==> src/rtl/sync_fifo_flags_if.sv <==
// Handshake and status bundle for sync_fifo_flags.
// The master drives the requests and push data; the slave (the FIFO) drives data and status.
interface sync_fifo_flags_if #(
    parameter int DATA_WIDTH = 8,
    parameter int ADDR_WIDTH = 4
);
    logic                  write_req;
    logic                  read_req;
    logic [DATA_WIDTH-1:0] data_in;
    logic                  clr_err;
    logic [DATA_WIDTH-1:0] data_out;
    logic                  data_valid;
    logic                  full;
    logic                  empty;
    logic                  almost_full;
    logic                  almost_empty;
    logic [ADDR_WIDTH:0]   level;
    logic                  overflow;
    logic                  underflow;

    modport master (
        output write_req, read_req, data_in, clr_err,
        input  data_out, data_valid, full, empty, almost_full, almost_empty,
               level, overflow, underflow
    );

    modport slave (
        input  write_req, read_req, data_in, clr_err,
        output data_out, data_valid, full, empty, almost_full, almost_empty,
               level, overflow, underflow
    );
endinterface

==> src/rtl/sync_fifo_flags.sv <==
// Single-clock FIFO with occupancy/threshold flags, sticky error flags and
// either a registered-read or a first-word-fall-through read port.
module sync_fifo_flags #(
    parameter int DATA_WIDTH = 8,
    parameter int ADDR_WIDTH = 4,
    parameter int FWFT       = 0,
    parameter int AF_LEVEL   = (1 << ADDR_WIDTH) - 2,
    parameter int AE_LEVEL   = 2
) (
    input logic               clk,
    input logic               rst,
    sync_fifo_flags_if.slave  bus
);
    localparam int                  DEPTH    = 1 << ADDR_WIDTH;
    localparam logic [ADDR_WIDTH:0] FULL_LVL = (ADDR_WIDTH + 1)'(DEPTH);
    localparam logic [ADDR_WIDTH:0] AF_LVL   = (ADDR_WIDTH + 1)'(AF_LEVEL);
    localparam logic [ADDR_WIDTH:0] AE_LVL   = (ADDR_WIDTH + 1)'(AE_LEVEL);

    logic [DATA_WIDTH-1:0] mem_q [DEPTH];
    logic [ADDR_WIDTH-1:0] wptr_q, wptr_d;
    logic [ADDR_WIDTH-1:0] rptr_q, rptr_d;
    logic [ADDR_WIDTH:0]   level_q, level_d;
    logic                  ovf_q, ovf_d;
    logic                  udf_q, udf_d;
    logic                  rd_ok;
    logic                  wr_ok;

    // A full FIFO still takes a write when a read frees the slot in the same cycle.
    assign rd_ok = bus.read_req && (level_q != '0);
    assign wr_ok = bus.write_req && ((level_q != FULL_LVL) || rd_ok);

    always_comb begin
        wptr_d  = wptr_q;
        rptr_d  = rptr_q;
        level_d = level_q;
        ovf_d   = ovf_q;
        udf_d   = udf_q;

        if (wr_ok) begin
            wptr_d = wptr_q + 1'b1;
        end
        if (rd_ok) begin
            rptr_d = rptr_q + 1'b1;
        end

        case ({wr_ok, rd_ok})
            2'b10:   level_d = level_q + 1'b1;
            2'b01:   level_d = level_q - 1'b1;
            default: level_d = level_q;
        endcase

        // Clear first so a same-cycle error wins over clr_err.
        if (bus.clr_err) begin
            ovf_d = 1'b0;
            udf_d = 1'b0;
        end
        if (bus.write_req && !wr_ok) begin
            ovf_d = 1'b1;
        end
        if (bus.read_req && !rd_ok) begin
            udf_d = 1'b1;
        end
    end

    always_ff @(posedge clk) begin
        if (rst) begin
            wptr_q  <= '0;
            rptr_q  <= '0;
            level_q <= '0;
            ovf_q   <= 1'b0;
            udf_q   <= 1'b0;
        end else begin
            wptr_q  <= wptr_d;
            rptr_q  <= rptr_d;
            level_q <= level_d;
            ovf_q   <= ovf_d;
            udf_q   <= udf_d;
        end
    end

    always_ff @(posedge clk) begin
        if (!rst && wr_ok) begin
            mem_q[wptr_q] <= bus.data_in;
        end
    end

    generate
        if (FWFT != 0) begin : g_fwft
            // Head word is visible as soon as the level register shows it stored.
            assign bus.data_out   = (level_q != '0) ? mem_q[rptr_q] : '0;
            assign bus.data_valid = (level_q != '0);
        end else begin : g_reg_read
            logic [DATA_WIDTH-1:0] dout_q, dout_d;
            logic                  dv_q, dv_d;

            always_comb begin
                dout_d = dout_q;
                dv_d   = rd_ok;
                if (rd_ok) begin
                    dout_d = mem_q[rptr_q];
                end
            end

            always_ff @(posedge clk) begin
                if (rst) begin
                    dout_q <= '0;
                    dv_q   <= 1'b0;
                end else begin
                    dout_q <= dout_d;
                    dv_q   <= dv_d;
                end
            end

            assign bus.data_out   = dout_q;
            assign bus.data_valid = dv_q;
        end
    endgenerate

    assign bus.level        = level_q;
    assign bus.full         = (level_q == FULL_LVL);
    assign bus.empty        = (level_q == '0);
    assign bus.almost_full  = (level_q >= AF_LVL);
    assign bus.almost_empty = (level_q <= AE_LVL);
    assign bus.overflow     = ovf_q;
    assign bus.underflow    = udf_q;
endmodule

==> src/flat_wrapper.sv <==
// flat-port wrapper written by rule: the top's interface ports become plain ports
module sync_fifo_flags_flat 
#(
    parameter int DATA_WIDTH = 8,
    parameter int ADDR_WIDTH = 4,
    parameter int FWFT       = 0,
    parameter int AF_LEVEL   = (1 << ADDR_WIDTH) - 2,
    parameter int AE_LEVEL   = 2
)
  (clk, rst, bus_write_req, bus_read_req, bus_data_in, bus_clr_err, bus_data_out, bus_data_valid, bus_full, bus_empty, bus_almost_full, bus_almost_empty, bus_level, bus_overflow, bus_underflow);
  sync_fifo_flags_if #(.DATA_WIDTH(DATA_WIDTH), .ADDR_WIDTH(ADDR_WIDTH)) bus_i ();
  input logic clk;
  input logic rst;
  input wire logic [$bits(bus_i.write_req)-1:0] bus_write_req;
  input wire logic [$bits(bus_i.read_req)-1:0] bus_read_req;
  input wire logic [$bits(bus_i.data_in)-1:0] bus_data_in;
  input wire logic [$bits(bus_i.clr_err)-1:0] bus_clr_err;
  output wire logic [$bits(bus_i.data_out)-1:0] bus_data_out;
  output wire logic [$bits(bus_i.data_valid)-1:0] bus_data_valid;
  output wire logic [$bits(bus_i.full)-1:0] bus_full;
  output wire logic [$bits(bus_i.empty)-1:0] bus_empty;
  output wire logic [$bits(bus_i.almost_full)-1:0] bus_almost_full;
  output wire logic [$bits(bus_i.almost_empty)-1:0] bus_almost_empty;
  output wire logic [$bits(bus_i.level)-1:0] bus_level;
  output wire logic [$bits(bus_i.overflow)-1:0] bus_overflow;
  output wire logic [$bits(bus_i.underflow)-1:0] bus_underflow;
  assign bus_i.write_req = bus_write_req;
  assign bus_i.read_req = bus_read_req;
  assign bus_i.data_in = bus_data_in;
  assign bus_i.clr_err = bus_clr_err;
  assign bus_data_out = bus_i.data_out;
  assign bus_data_valid = bus_i.data_valid;
  assign bus_full = bus_i.full;
  assign bus_empty = bus_i.empty;
  assign bus_almost_full = bus_i.almost_full;
  assign bus_almost_empty = bus_i.almost_empty;
  assign bus_level = bus_i.level;
  assign bus_overflow = bus_i.overflow;
  assign bus_underflow = bus_i.underflow;
  sync_fifo_flags #(.DATA_WIDTH(DATA_WIDTH), .ADDR_WIDTH(ADDR_WIDTH), .FWFT(FWFT), .AF_LEVEL(AF_LEVEL), .AE_LEVEL(AE_LEVEL)) u_core (.clk(clk), .rst(rst), .bus(bus_i));
endmodule
==> config.mk <==
export PLATFORM = sky130hd
export DESIGN_NAME = sync_fifo_flags_flat
export DESIGN_NICKNAME = d
export VERILOG_FILES = /design/src/rtl/sync_fifo_flags_if.sv /design/src/rtl/sync_fifo_flags.sv /design/src/flat_wrapper.sv
export SDC_FILE = /design/constraint.sdc
export NUM_CORES = 1
export LEC_CHECK = 0
export BUFFER_PORTS_ARGS = -buffer_cell sky130_fd_sc_hd__buf_2
export CORE_MARGIN = 4
export CORE_UTILIZATION = 40
export CTS_CLUSTER_DIAMETER = 150
export DETAILED_ROUTE_END_ITERATION = 8
export PLACE_DENSITY = 0.53
export SYNTH_ARGS = -nofsm -noshare
export SYNTH_HDL_FRONTEND = slang
export SYNTH_SLANG_ARGS = --single-unit
==> constraint.sdc <==
create_clock -name clk -period 3.75 [get_ports clk]
set_clock_uncertainty 0.15 [all_clocks]
set_input_delay 0.75 -clock clk [delete_from_list [all_inputs] [get_ports clk]]
set_output_delay 0.75 -clock clk [all_outputs]
set_load 0.01 [all_outputs]
# == After elaboration in Yosys (flattened, before gate mapping) ==
# Memories as Yosys holds them, arrays and structs flattened. A register that Yosys moved wholly into a read port is not among the register bits.
# Index checks and enable logic that the tools add are counted.
# W data, S select, Z words.
# totals
reg_bits,16
ram_bits,128
in_bits,13
wordCells,37
n_memories,1
# op_classes
addsub,4
n_lt_le_gt_ge,2
n_eq_ne,4
muxes,6
n_reduce_logical,14
# memory_table
memory,words,word_bits,rd,rd_clocked_by_memory_dff,write_ports,line_no,source
u_core.mem_q,16,8,1,1,1,sync_fifo_flags.sv:19,logic [DATA_WIDTH-1:0] mem_q [DEPTH];
# op_table
op,n
$pmux W5 S2,1
$add A4 B1 Y4 const B,2
$reduce_bool A2 Y1,3
$add A5 B1 Y5 const B,1
$eq A5 B5 Y1 const B,1
$ge A5 B4 Y1 const B,1
$le A5 B2 Y1 const B,1
$logic_and A1 B1 Y1,5
$logic_not A5 Y1,1
$mux W1,5
$ne A5 B5 Y1 const B,1
$reduce_bool A5 Y1,1
$sub A5 B1 Y5 const B,1
$logic_not A1 Y1,3
$eq A2 B1 Y1 const B,1
$eq A2 B2 Y1 const B,1
$logic_or A1 B1 Y1,1

# == Longest topological paths before layout ==
# Gate-level depths: netlist of run 1.
# depth
word_depth,7
mapped_depth,10
depth_no_buf,8

# == Worst setup path after synthesis of run 1 ==
# Ideal clock, no wire load.
# synth_timing
kind,register to register
from,"register u_core.level_q[0], in the netlist u_core.bus.level[0]"
to,"register u_core.level_q[4], in the netlist u_core.bus.level[4]"
setup_ns,0.133
arrival_time_ns,2.620
setup_slack_ns,0.847
path_stages_with_launch,11
path_buffers,2
path_cell_list,dfxtp_1 or4_4 buf_6 o21ai_2 buf_4 nor2_1 fa_1 a21o_1 a2111o_1 o211ai_1 a31oi_1
# synth_via
elab_chain_cells,6
# synth_rtl
element,line_no,source
start: declaration,sync_fifo_flags.sv:22,"logic [ADDR_WIDTH:0] level_q, level_d;"
start signal: assignment,sync_fifo_flags.sv:75,level_q <= level_d;
$reduce_bool A5 Y1,sync_fifo_flags.sv:29,assign rd_ok = bus.read_req && (level_q != '0);
$logic_and A1 B1 Y1,sync_fifo_flags.sv:29,
$logic_or A1 B1 Y1,sync_fifo_flags.sv:30,assign wr_ok = bus.write_req && ((level_q != FULL_LVL) || rd_ok);
$logic_and A1 B1 Y1,sync_fifo_flags.sv:30,
$eq A2 B1 Y1 / $eq A2 B2 Y1 (equally long branches),sync_fifo_flags.sv:46,"case ({wr_ok, rd_ok})"
$pmux W5 S2 / $reduce_bool A2 Y1 (equally long branches),--,
# Parallel ways exist; a longest one is shown, timed or not.
# A chain may end at the register's enable or synchronous reset.

# == Worst setup path after layout of run 1 ==
# Ends and elaborated chain as after synthesis.

==> flow_metrics.tcl, run 1 <==
set metrics [dict create \
    rr_startpoint "u_core.bus.level[0]" \
    hold_buffers 0 \
    critPathBufInv 1 \
    pin_count 33 \
    globalplace.congestion 0.756 \
    grtUsageMet2_pct 24.3 \
    cts_tree "yes" \
    grt.total_usage_pct 15.7 \
    worstSetupStartpoint "u_core.bus.level[0]" \
    die_x_um 132 \
    post_cts_buffers 0 \
    syn_inst 380 \
    setup_violations 0 \
    crit_path_cell_trace "or4_4, o21ai_2, buf_4, nor2_1, fa_1, a21o_1, a2111o_1, o211ai_1, a31oi_1" \
    synth_seq_cells 152 \
    wirelength_um 13000 \
    htreeDepth 4 \
    synth_area_um2 6180 \
    grt.busiest_layer "met2" \
    syn_nets 402 \
    worst-setup-path-type "register to register" \
    antenna_cells 0 \
    yosys_warnings 0 \
    max_cap_violations 0 \
    dp_hpwl_um 8240 \
    finalHoldViolCount 0 \
    drt_first_pass_iters 4 \
    cp_max_fo 13 \
    cp_data_required_time_ns 3.88 \
    cts.clk_slew.worst_paths_ns 0.06 \
    leakagePower_nw 2.34 \
    overflow 0 \
    synthMostInstantiatedCell "edfxtp_1" \
    yosys-top-cells-area "edfxtp_1, dfxtp_1, mux2i_1" \
    fmax_mhz 334 \
    clock_latency_ns 0.43 \
    hp-start "u_core.bus.data_out[3]" \
    grt_max_degree 31 \
    clk_path_buf_depth 2 \
    use_met3_pct 3.85 \
    cts-buffers-inserted 17 \
    drt-vias-per-instance 5.37 \
    synth_edf_count 128 \
    wire_per_inst_um 21.0 \
    seq_area_um2 4330 \
    vias 3312 \
    yosysUniqueCellTypes 47 \
    multi_input_area_um2 1740 \
    vdd_drop_max_mv 0.486 \
    cts_sinks 152 \
    ant_nets 0 \
    start_util_pct 40.8 \
    row_count 45 \
    synth_top_area_share_pct 62.2 \
    yosys_most_used_dff "edfxtp_1" \
    cts_root_buf "clkbuf_16" \
    rsz0062_at_grt "no" \
    cp-start-kind "register" \
    layout.nets 438 \
    grt_pass1_wl_um 20000 \
    cp-end-kind "register" \
    max_slew_margin_pct 42.1 \
    drv_slew 0 \
    n_fill_cell 1343 \
    holdCritPathClass "register to register" \
    async_flop_share_pct 0 \
    fin_tns_setup_ns 0 \
    yosysTopAreaCell "edfxtp_1" \
    holdWs_ns 0.342 \
    fin_crit_sh_pct 79.8 \
    io_buffers 32 \
    arrival_ns 3.13 \
    drc 0 \
    drive_above_1_share_pct 20.7 \
    grt_pass1_vias 3352 \
    slowest_stage "or4_4" \
    cts_repair_resize_count 0 \
    dieArea_um2 17500 \
    gr-usage-met1_pct 21.3 \
    critPathTopFamily "compound AO/OA/AOI/OAI gates" \
    critPathMaxStageDelay_ns 0.65 \
    syn2layout_area_growth_pct 14.1 \
    antenna_found_initial 0 \
    final_util_pct 46.6 \
    core_area_um2 15100 \
    worst_pin_slew_ns 0.865 \
    seq_area_frac_synth_pct 69.9 \
    die_h_um 132 \
    min_period_ns 2.99 \
    avgSynthCellArea_um2 16.3 \
    power_density_nw_per_um2 627 \
    dr.first_iter.drc_count 219 \
    synthTopCellsByCount "edfxtp_1, nor2_1, mux2i_1" \
    status "finished, final reports clean" \
]
-- tightest hold or removal path, cell delays in order (launching register included) --
cell and delay [ns]:
dfxtp_1 0.30, nor2_1 0.10, nor3_1 0.05
-- sequential cells by signal, summed over array words and instances, names as in the netlist --
| signal | flops |
|---|---|
| u_core.bus.overflow | 1 |
| u_core.bus.level | 5 |
| u_core.rptr_q | 4 |
| u_core.wptr_q | 4 |
| u_core.bus.data_valid | 1 |
| u_core.mem_q | 128 |
| u_core.bus.underflow | 1 |
| u_core.bus.data_out | 8 |
-- power by group --
| part | internal [mW] | total (mW) | switching [mW] |
|---|---|---|---|
| clock | 0.891 | 1.52 | 0.631 |
| combinational | 0.376 | 0.888 | 0.513 |
| sequential | 1.93 | 2.01 | 0.0822 |
-- through the flow --
| stage | worst slack (ns) | area [um^2] | total power, mW | instances |
|---|---|---|---|---|
| floorplan | 0.847 | 6180 | 2.68 | 380 |
| global placement | 0.810 | 6530 | 2.93 | 585 |
| detailed placement | 0.760 | 6530 | 2.95 | 585 |
| CTS | 0.745 | 7050 | 4.48 | 617 |
| global route | 0.573 | 7050 | 4.64 | 617 |
| finish | 0.757 | 7050 | 4.42 | 617 |
-- metal layers --
metal	up-vias	share of wire [%]
li1	1560	-
met1	1667	46
met2	66	48
met3	19	4.1
met4	0	2.1
met5	-	0
-- logic make-up after synthesis --
kind of cell	share of synthesized area [%]
flops	69.9
simple gates	6.92
mux	13.1
compound gates	5.50
buf+inv	1.94
fa+ha+maj	1.94
xor+xnor	0.708
-- final timing paths --
kind	to	slack (ns)	cells past startpoint
max	u_core.bus.level[4]	0.76	9
min	u_core.bus.data_out[3]	0.34	2
max reg2reg	u_core.bus.level[4]	0.76	9
min reg2reg	u_core.bus.data_out[3]	0.34	2
-- area by class of cell --
cell class / instances / share of cell area [%]
timing repair buffer: 37 / 2.98
clock buffer: 19 / 6.14
clock inverter: 13 / 1.24
tap: 188 / 3.34
sequential: 152 / 61.3
multi-input combinational: 202 / 24.7
inverter: 6 / 0.319
-- cell usage in the layout, fill, tap and decap left out, types with 9 or more instances in the layout --
cell type / netlist / layout
edfxtp_1: 128 / 128
nor2_1: 39 / 39
mux2i_1: 36 / 36
buf_2: 9 / 32
dfxtp_1: 24 / 23
clkbuf_16: 0 / 17
mux4_2: 16 / 16
o22ai_1: 16 / 16
nand2_1: 9 / 9
nor4_1: 9 / 9
(Power assumes the default switching activity.)
==> inputs of run 2 (changes only) <==
--- a/config.mk
+++ b/config.mk
@@ -5,12 +5,13 @@
 export SDC_FILE = /design/constraint.sdc
 export NUM_CORES = 1
 export LEC_CHECK = 0
+export ABC_AREA = 1
 export BUFFER_PORTS_ARGS = -buffer_cell sky130_fd_sc_hd__buf_2
 export CORE_MARGIN = 4
 export CORE_UTILIZATION = 40
 export CTS_CLUSTER_DIAMETER = 150
 export DETAILED_ROUTE_END_ITERATION = 8
-export PLACE_DENSITY = 0.53
+export PLACE_DENSITY = 0.55
 export SYNTH_ARGS = -nofsm -noshare
 export SYNTH_HDL_FRONTEND = slang
 export SYNTH_SLANG_ARGS = --single-unit
==> constraint.sdc (replaced) <==
create_clock -name clk -period 2.65 [get_ports clk]
set_clock_uncertainty 0.15 [all_clocks]
set_input_delay 0.53 -clock clk [delete_from_list [all_inputs] [get_ports clk]]
set_output_delay 0.53 -clock clk [all_outputs]
set_load 0.01 [all_outputs]
==> run 2 against run 1 <==
Sequential share of layout area decreased by 4.9 points. Count of clock-buffer cells in the layout increased by 2. Area after synthesis increased by 8.1%. Combinational power increased by 66%. Fmax increased by 33%. Via count increased by 37%. Largest power group unchanged.
==> flow_metrics.tcl, run 2 <==
set metrics [dict create \
    status "finished, final reports clean" \
    drt-vias-per-instance 4.78 \
    grt_pass1_vias 4503 \
    io_buffers 32 \
    yosysUniqueCellTypes 24 \
    cts_repair_resize_count 0 \
    synthTopCellsByCount "nand2_1, edfxtp_1, nand3_1" \
    crit_path_cell_trace "nor2_2, nand3_2, nand2_4, inv_2, nand2_1, inv_1, fa_1, nand2_1, nand2_1, a21oi_1, nand2_1, nand2_1, nand3_1, nand2_1, nor2_1" \
    cts-buffers-inserted 17 \
    globalplace.congestion 0.821 \
    slowest_stage "fa_1" \
    vias 4542 \
    cp_max_fo 7 \
    layout_commonest_cell "nand2_1" \
    place_area_um2 7100 \
    finalPower_mw 6.62 \
    async_flop_share_pct 0 \
    fin_tns_setup_ns 0 \
    largest_register_ffs 128 \
    seq_area_frac_synth_pct 64.7 \
    antenna_cells 0 \
    max_cap_violations 0 \
    fmax_mhz 443 \
    post_cts_buffers 0 \
    finalHoldViolCount 0 \
    most-common-layout-cells "nand2_1, edfxtp_1, nand3_1" \
    final_area_um2 7670 \
    yosys_most_used_dff "edfxtp_1" \
    drt_first_pass_iters 4 \
    critPathTopFamily "simple AND/OR/NAND/NOR gates" \
    grt.total_usage_pct 17.8 \
    wire_per_inst_um 16.3 \
    dr.first_iter.drc_count 298 \
    synth_area_um2 6680 \
    drive_above_1_share_pct 12.8 \
    ant_nets 0 \
    layout.nets 744 \
    synth_edf_count 128 \
    avgSynthCellArea_um2 9.89 \
    path_common_cell "nand2_1" \
    critPathMaxStageDelay_ns 0.41 \
    row_count 46 \
    wirelength_um 15500 \
    yosysTopAreaCell "edfxtp_1" \
    min_period_ns 2.26 \
    synthMostInstantiatedCell "nand2_1" \
    grt_pass1_wl_um 24600 \
    rsz0062_at_grt "no" \
    cp-start-kind "register" \
    largest_register "u_core.mem_q" \
    start_util_pct 41.5 \
    grt_max_degree 67 \
    pin_count 33 \
    hold_buffers 0 \
    leakagePower_nw 3.29 \
    synth_top_area_share_pct 57.5 \
    dp_hpwl_um 9830 \
    cp_data_required_time_ns 2.81 \
    dieArea_um2 18800 \
    cts_tree "yes" \
    yosys-top-cells-area "edfxtp_1, nand2_1, nand3_1" \
    overflow 0 \
    die_x_um 137 \
    clk_path_buf_depth 2 \
    cp-end-kind "register" \
    syn_inst 676 \
    holdCritPathClass "input port to register" \
    arrival_ns 2.42 \
    die_h_um 137 \
    drv_slew 0 \
    final_util_pct 47.6 \
    cts.clk_slew.worst_paths_ns 0.06 \
    syn2layout_area_growth_pct 14.8 \
    worst-setup-path-type "register to register" \
    syn_nets 698 \
    drc 0 \
    max_slew_margin_pct 49.1 \
    vdd_drop_max_mv 0.819 \
    core_area_um2 16100 \
    cts_sinks 152 \
    antenna_found_initial 0 \
    worst_pin_slew_ns 0.764 \
    power_density_nw_per_um2 862 \
    clock_latency_ns 0.42 \
    yosys_warnings 0 \
    synth_seq_cells 152 \
    setup_violations 0 \
    critPathBufInv 2 \
    fin_crit_sh_pct 85.2 \
    htreeDepth 4 \
    cts_root_buf "clkbuf_16" \
]
run 2: area by class of cell:
cell class	count	area [um^2]
flip-flops and latches	152	4330
fillers	1533	8450
well taps	216	270
clock buffers	21	440
multi-input cells	403	1820
clock inverters	11	130
repair buffers	56	340
inverters	92	345
run 2: logic make-up after synthesis:
logic type | after synthesis | synth area share (%)
compound gates | 29 | 2.27
xor+xnor | 3 | 0.393
fa+ha+maj | 9 | 1.80
buf+inv | 121 | 8.09
flops | 152 | 64.7
simple gates | 362 | 22.7
run 2: path summary, 6_finish.rpt:
kind,slack (ns),cells after the start,end,from
worst max-delay path,0.39,15,u_core.bus.level[4],u_core.bus.level[0]
worst max register to register,0.39,15,u_core.bus.level[4],u_core.bus.level[0]
worst min-delay path,0.23,4,u_core.bus.underflow,bus_clr_err
worst min register to register,0.32,2,u_core.bus.overflow,u_core.bus.overflow
run 2: power by group:
part	internal, mW	leakage [nW]	switching [mW]
combinational	0.473	1.66	0.996
clock	1.46	0.279	0.896
sequential	2.70	1.35	0.0858
total	4.64	3.29	1.98
run 2: per-layer routing:
metal | share of wire (%) | GRT usage (%) | wire (um) | vias to the layer above
met5 | 0 | 0 | 0 | -
met4 | 1.6 | 6.76 | 248 | 0
met3 | 5.1 | 4.38 | 788 | 18
met2 | 48 | 28.1 | 7360 | 104
met1 | 46 | 23.8 | 7080 | 2132
li1 | - | - | - | 2288
run 2: metrics by stage:
step	std cells	hold slack (ns)	setup slack, ns
floorplan	676	0.321	0.557
global placement	919	0.300	0.408
detailed placement	919	0.306	0.369
CTS	951	0.203	0.381
global route	951	0.223	0.150
finish	951	0.230	0.391
run 2: worst register-to-register path: cells and delay by family, from the launching register on:
| family | cells | cell delay [ns] |
|---|---|---|
| compound gates | 1 | 0.16 |
| fa+ha+maj | 1 | 0.41 |
| buf+inv | 2 | 0.13 |
| flops | 1 | 0.38 |
| simple gates | 11 | 0.92 |
